**src/rtl/partial_product_accumulator_pkg.sv**
```systemverilog
// Shared widths and FSM encoding for the sequential shift-add multiplier.
package partial_product_accumulator_pkg;

    localparam int unsigned OP_W   = 4;
    localparam int unsigned PROD_W = 8;
    localparam int unsigned CNT_W  = 2;

    localparam logic [CNT_W-1:0] LAST_BIT = CNT_W'(OP_W - 1);

    typedef enum logic [1:0] {
        IDLE = 2'd0,
        RUN  = 2'd1,
        DONE = 2'd2
    } state_t;

endpackage

```
**src/rtl/partial_product_accumulator_pp.sv**
```systemverilog
// Partial-product generator: multiplicand gated by a single multiplier bit.
module partial_product
    import partial_product_accumulator_pkg::*;
(
    input  logic [OP_W-1:0] a,
    input  logic            b,
    output logic [OP_W-1:0] pp
);

    assign pp = a & {OP_W{b}};

endmodule

```
**src/rtl/partial_product_accumulator.sv**
```systemverilog
// Iterative 4x4 unsigned multiplier: one multiplier bit per cycle, shift-add into acc.
module partial_product_accumulator
    import partial_product_accumulator_pkg::*;
(
    input  logic              clk,
    input  logic              rst_n,
    input  logic              Start,
    input  logic [OP_W-1:0]   A,
    input  logic [OP_W-1:0]   B,
    output logic              Busy,
    output logic              Done,
    output logic [PROD_W-1:0] Product
);

    state_t              state;
    state_t              state_nxt;
    logic                accept;
    logic [OP_W-1:0]     a_reg;
    logic [OP_W-1:0]     b_reg;
    logic [CNT_W-1:0]    cnt;
    logic [PROD_W-1:0]   acc;
    logic [OP_W-1:0]     pp;

    partial_product u_pp (
        .a  (a_reg),
        .b  (b_reg[cnt]),
        .pp (pp)
    );

    always_ff @(posedge clk) begin
        if (!rst_n) begin
            state <= IDLE;
        end else begin
            state <= state_nxt;
        end
    end

    always_comb begin
        state_nxt = state;
        Busy      = 1'b0;
        Done      = 1'b0;
        accept    = 1'b0;
        case (state)
            IDLE: begin
                if (Start) begin
                    accept    = 1'b1;
                    state_nxt = RUN;
                end
            end
            RUN: begin
                Busy = 1'b1;
                if (cnt == LAST_BIT) begin
                    state_nxt = DONE;
                end
            end
            DONE: begin
                Done = 1'b1;
                if (Start) begin
                    accept    = 1'b1;
                    state_nxt = RUN;
                end else begin
                    state_nxt = IDLE;
                end
            end
            // unused encoding falls back to IDLE
            default: state_nxt = IDLE;
        endcase
    end

    always_ff @(posedge clk) begin
        if (!rst_n) begin
            a_reg <= '0;
            b_reg <= '0;
            cnt   <= '0;
            acc   <= '0;
        end else if (accept) begin
            a_reg <= A;
            b_reg <= B;
            cnt   <= '0;
            acc   <= '0;
        end else if (state == RUN) begin
            acc <= acc + (PROD_W'(pp) << cnt);
            cnt <= cnt + CNT_W'(1);
        end
    end

    assign Product = acc;

endmodule

```
**config.mk**
```make
export PLATFORM = sky130hd
export DESIGN_NAME = partial_product_accumulator
export DESIGN_NICKNAME = d
export VERILOG_FILES = /design/src/rtl/partial_product_accumulator_pkg.sv /design/src/rtl/partial_product_accumulator_pp.sv /design/src/rtl/partial_product_accumulator.sv
export SDC_FILE = /design/constraint.sdc
export NUM_CORES = 1
export LEC_CHECK = 0
export CORE_MARGIN = 1
export CORE_UTILIZATION = 30
export CTS_CLUSTER_DIAMETER = 100
export DETAILED_ROUTE_END_ITERATION = 16
export PLACE_DENSITY = 0.49
export SETUP_SLACK_MARGIN = 0.2
export SYNTH_ARGS = -nofsm -noshare
export SYNTH_HDL_FRONTEND = slang
export SYNTH_SLANG_ARGS = --single-unit
```
**constraint.sdc**
```tcl
create_clock -name clk -period 2.39 [get_ports clk]
set_input_delay 0.478 -clock clk [delete_from_list [all_inputs] [get_ports clk]]
set_output_delay 0.478 -clock clk [all_outputs]
set_load 0.05 [all_outputs]
```
**Word-level counts from Yosys, hierarchy flattened**

Cells that the tools add are included.

- Bits in registers: 20
- Input bits: 11
- Output and inout port bits: 10

- Shifts and indexed selects: 1
- Equality and inequality tests: 5
- $lt $le $gt $ge: 1
- Bitwise logic cells: 2
- Add/subtract/negate cells: 2
- Multiplexer cells: 10
- Reductions and logical operators: 4

Operators with widths:

| kind | number |
|---|---|
| $add A8 B8 Y8 | 1 |
| $shl A4 B2 Y8 | 1 |
| $mux W1 | 6 |
| $pmux W2 S3 | 1 |
| $and A4 B4 Y4 | 1 |
| $eq A2 B2 Y1 const B | 2 |
| $mux W2 | 2 |
| $ne A2 B2 Y1 const B | 2 |
| $reduce_or A2 Y1 | 2 |
| $lt A2 B3 Y1 const B | 1 |
| $add A2 B1 Y2 const B | 1 |
| $bmux W1 S2 | 1 |
| $eq A2 B1 Y1 const B | 1 |
| $logic_not A2 Y1 | 1 |
| $reduce_and A2 Y1 | 1 |
| $not A1 Y1 | 1 |

**Longest topological paths before layout**

- Word-level depth: 5
- Gate-level depth with buffers: 11
- Depth with buffers taken out: 10

**Hierarchy**

From an unflattened synthesis, not the netlist that was laid out.

- Cell total of the unflattened synthesis: 145
- Area, all modules: 1252.5 um2

Modules (own cells, without submodules):

| module | cells an instance | instances | area each (um2) | sequential area each (um2) |
|---|---|---|---|---|
| partial_product_accumulator | 141 | 1 | 1227.4 | 400.4 |
| partial_product | 4 | 1 | 25.0 | 0.0 |

**Least setup slack after synthesis**

Ideal clock, no wire load.

- Path type: register -> register
- Start: reg cnt[0]
- End: reg acc[4] (netlist: Product[4])
- Clock period less this slack: 2.244 ns
- Setup slack: 0.146 ns
- Data required time: 2.321 ns
- Path buffers: 1
- Stages on the path, launching flop included: 11
- Arrival: 2.175 ns
- Cell sequence: dfxtp_1 buf_2 nor4bb_1 ha_1 inv_1 fa_1 and2b_4 o21ai_2 a2111oi_4 a31oi_1 o21ai_1

- Longest elaborated chain between the ends: 5

Ends and longest elaborated chain:

| element | RTL line | RTL |
|---|---|---|
| from (decl) | partial_product_accumulator.sv:20 | `logic [CNT_W-1:0] cnt;` |
| from (signal assigned) | partial_product_accumulator.sv:83 | `cnt <= cnt + CNT_W'(1);` |
| $bmux W1 S2 | partial_product_accumulator.sv:26 | `.b (b_reg[cnt]),` |
| $mux W1 (not written as such) | partial_product_accumulator.sv:26 |  |
| $and A4 B4 Y4 | partial_product_accumulator_pp.sv:10 | `assign pp = a & {OP_W{b}};` |
| $shl A4 B2 Y8 (*) | partial_product_accumulator.sv:82 | `acc <= acc + (PROD_W'(pp) << cnt);` |
| $add A8 B8 Y8 (*) | partial_product_accumulator.sv:82 |  |
| to (signal assigned) | partial_product_accumulator.sv:82 |  |
| to (decl) | partial_product_accumulator.sv:21 | `logic [PROD_W-1:0] acc;` |

Every way passes the cells marked *; elsewhere a longest branch is shown, timed or not. The select of a mux whose other input is x is not followed.
A chain may end at the register's enable or synchronous reset.

**Final worst setup path**

- Start: reg cnt[0]
- End: reg acc[7] (netlist: Product[7])

The elaborated chain is that of the path after synthesis.

==> results.json <==
{
  "syn_nets": 164,
  "rr_endpoint": "Product[7]$_SDFFE_PP0P_",
  "cp_max_fo": 5,
  "syn_to_final_growth_pct": 35.61,
  "ys.flop_type": "dfxtp_1",
  "nets": 190,
  "clock.fmax_mhz": 459.2,
  "root_buffer": "clkbuf_8",
  "hold_path_class": "register to register",
  "rsz0062_at_grt": "true",
  "r2r_slack_ns": 0.21,
  "critPathLaunchType": "register",
  "tightest_slew_ns": 0.5754,
  "final_area_mm2": 0.001692,
  "cts_buffers": 3,
  "worst_setup_path_end_kind": "register",
  "drive_gt1_share_pct": 22.62,
  "clk_latency_ns": 0.26,
  "htree_levels": 1,
  "place.detailed.hpwl_um": 2141,
  "seqCellArea_um2": 407.9,
  "place_area_mm2": 0.001524,
  "worstHoldPathCells": 2,
  "fin_skew_ns": 0.001385,
  "die_h_um": 66.49,
  "route.detailed.drc": 0,
  "wirelength_um": 2932,
  "grt_pass1_vias": 1042,
  "synth-simple-area-share_pct": 22.27,
  "fin_crit_sh_pct": 91.11,
  "dieArea_mm2": 0.004420,
  "viasPerCell": 4.913,
  "drt_iter0_markers": 64,
  "synth-compound-area-share_pct": 22.17,
  "fillers": 397,
  "multi_input_area_um2": 882.1,
  "grt_first_pass_wirelength_um": 4905,
  "cts_tree": "done",
  "gp_congestion": 0.7903,
  "fin_setup_tns_ns": 0,
  "synth_edf_count": 0,
  "grt_start_max_net_pins": 13,
  "largest_reg_flops": 8,
  "clockBufferDepth": 2,
  "core_area_mm2": 0.004000,
  "p_leak_nw": 0.6459,
  "cts.sinks": 20,
  "ant_nets": 0,
  "ios": 21,
  "overflow": 0,
  "ir_worst_vdd_uv": 226.9,
  "slew_headroom_pct": 61.56,
  "antenna_cells": 0,
  "die_w_um": 66.49,
  "status": "completed",
  "synth_top_family_by_area": "simple AND/OR/NAND/NOR gates",
  "placementRows": 23,
  "synthAdderAreaFrac_pct": 9.629,
  "rr_startpoint": "cnt[0]$_SDFFE_PP0P_",
  "power.density_mw_per_mm2": 415.6,
  "netlist.area_leader.share_pct": 32.10,
  "maxSlewViolCount": 0,
  "dr.pass1.iters": 4,
  "port_buffers": 20,
  "clk_pin_slew_ns": 0.07,
  "min_to": "b_reg[1]$_SDFFE_PN0P_",
  "wl_per_cell_um": 13.45,
  "grt_usage_pct": 14.95,
  "synth.distinct_cells": 42,
  "critPathKind": "register to register",
  "syn-cell-area_mm2": 0.001247,
  "crit_arrival_ns": 2.33,
  "yosys_warnings": 0,
  "cap_violations": 0,
  "setup_violations": 0,
  "syn_inst": 144,
  "synthArstFlopShare_pct": 0,
  "hold_violations": 0,
  "antenna_found_initial": 0,
  "rr_worst_depth": 8,
  "synth_xor_area_share_pct": 2.808,
  "synthMuxAreaShare_pct": 5.216,
  "hold_buffers": 0,
  "ys_seq_area_share_pct": 32.10,
  "synth-seq-cells": 20,
  "worst_hold_startpoint": "b_reg[1]$_SDFFE_PN0P_",
  "cp_data_required_time_ns": 2.54,
  "num_vias": 1071,
  "initial_utilization_pct": 31.19,
  "avgSynthCellArea_um2": 8.663,
  "synth_top_area_cell": "dfxtp_1",
  "fin_crit_ns": 2.178,
  "ys_top_cells_by_area": "dfxtp_1 (32%), nand2_1 (10%), ha_1 (8.0%), a21boi_0 (4.8%), xnor2_1 (2.8%)"
}
-- layer usage --
metal / vias to the layer above / GRT usage [%] / share of wire (%)
met5: - / 0 / 0
met4: 0 / 4.787 / 1.9
met3: 6 / 2.568 / 3.1
met2: 19 / 26.15 / 48
met1: 496 / 18.43 / 47
li1: 550 / - / -
-- area by class of cell --
cell class	instances	share of cell area, %
clock buffers	3	2.441
flip-flops and latches	20	24.11
multi-input cells	111	52.15
well taps	50	3.698
inverters	6	1.627
repair buffers	28	15.98
-- per-stage QoR --
stage / hold slack, ns / utilization, % / instances / worst slack [ns] / total power, mW
after floorplan: 0.4403 / - / 144 / 0.2276 / 0.4429
after global placement: 0.4654 / 38.10 / 214 / 0.1441 / 0.4779
after detailed placement: 0.4703 / 38.10 / 214 / 0.1139 / 0.4794
after CTS: 0.4813 / 40.32 / 218 / 0.1664 / 0.7081
after global routing: 0.4973 / 42.29 / 218 / 0.08966 / 0.7384
final: 0.4767 / 42.29 / 218 / 0.2124 / 0.7030
-- power breakdown --
part	internal, mW	switching (mW)
clock network	0.112	0.113
logic	0.0542	0.0659
registers	0.344	0.0127
-- synthesized netlist by cell type, types with 3 or more instances --
master    count
a21o_1        3
nand2_1      34
a21oi_1       6
inv_1         5
dfxtp_1      20
o21ai_0       4
o22ai_1       3
a21boi_0      8
xnor2_1       4
and2_1        3
buf_2         3
nor2_1        7
ha_1          8
-- logic make-up (layout without fill, tap and decap cells) --
group,count (synthesis),in the layout
AO/OA/AOI/OAI,37,37
XOR/XNOR,4,4
adder cells (fa/ha/maj),9,9
buffers and inverters,13,37
flip-flops,20,20
multiplexers,5,5
AND/OR/NAND/NOR,56,56
-- critical path, cell delays in order (launching register included) --
cell      delay [ns]
dfxtp_4         0.38
mux4_2          0.57
and2_4          0.18
ha_4            0.21
buf_6           0.12
o211ai_1        0.31
a21oi_2         0.10
xnor2_1         0.15
nor2_1          0.06
-- placed cells by master, fill, tap and decap left out, drive strengths merged --
cell | Yosys | layout
clkinv | 1 | 1
o22ai | 3 | 3
nor4bb | 1 | 1
mux2 | 2 | 2
o21ai | 6 | 6
clkbuf | 1 | 3
o21a | 1 | 1
a21o | 3 | 3
dfxtp | 20 | 20
dlygate4sd2 | 0 | 1
nor2b | 2 | 2
fa | 1 | 1
a211oi | 1 | 1
a31oi | 1 | 1
a211o | 3 | 3
ha | 8 | 8
o211ai | 1 | 1
clkdlybuf4s50 | 0 | 19
a21boi | 8 | 8
buf | 6 | 8
and4 | 1 | 1
inv | 5 | 5
nand2 | 35 | 35
nand4 | 2 | 2
nor2 | 7 | 7
and3 | 2 | 2
o2111ai | 1 | 1
and2b | 1 | 1
o211a | 1 | 1
a2111oi | 1 | 1
mux2i | 2 | 2
nand2b | 2 | 2
xnor2 | 4 | 4
o221ai | 1 | 1
and2 | 3 | 3
mux4 | 1 | 1
a21oi | 6 | 6
-- worst max-delay path by stage --
stage | startpoint | to | slack [ns] | depth (start not counted)
6_report | cnt[0]$_SDFFE_PP0P_ | Product[7]$_SDFFE_PP0P_ | 0.21 | 8
5_1_grt | cnt[0]$_SDFFE_PP0P_ | Product[6]$_SDFFE_PP0P_ | 0.09 | 9
4_1_cts | cnt[0]$_SDFFE_PP0P_ | Product[7]$_SDFFE_PP0P_ | 0.17 | 8
3_5_place_dp | cnt[1]$_SDFFE_PP0P_ | Product[7]$_SDFFE_PP0P_ | 0.11 | 10
3_3_place_gp | cnt[0]$_SDFFE_PP0P_ | Product[7]$_SDFFE_PP0P_ | 0.14 | 9
2_1_floorplan | cnt[0]$_SDFFE_PP0P_ | Product[4]$_SDFFE_PP0P_ | 0.23 | 10
-- timing repair --
action | CTS | global route
gates resized for setup | 9 | 15
pin swaps | 9 | 15
endpoints found under the hold margin | 0 | 0
endpoints found under the setup margin | 6 | 5
buffers inserted | 1 | 0
No activity file was read; power rests on OpenSTA's default activity.
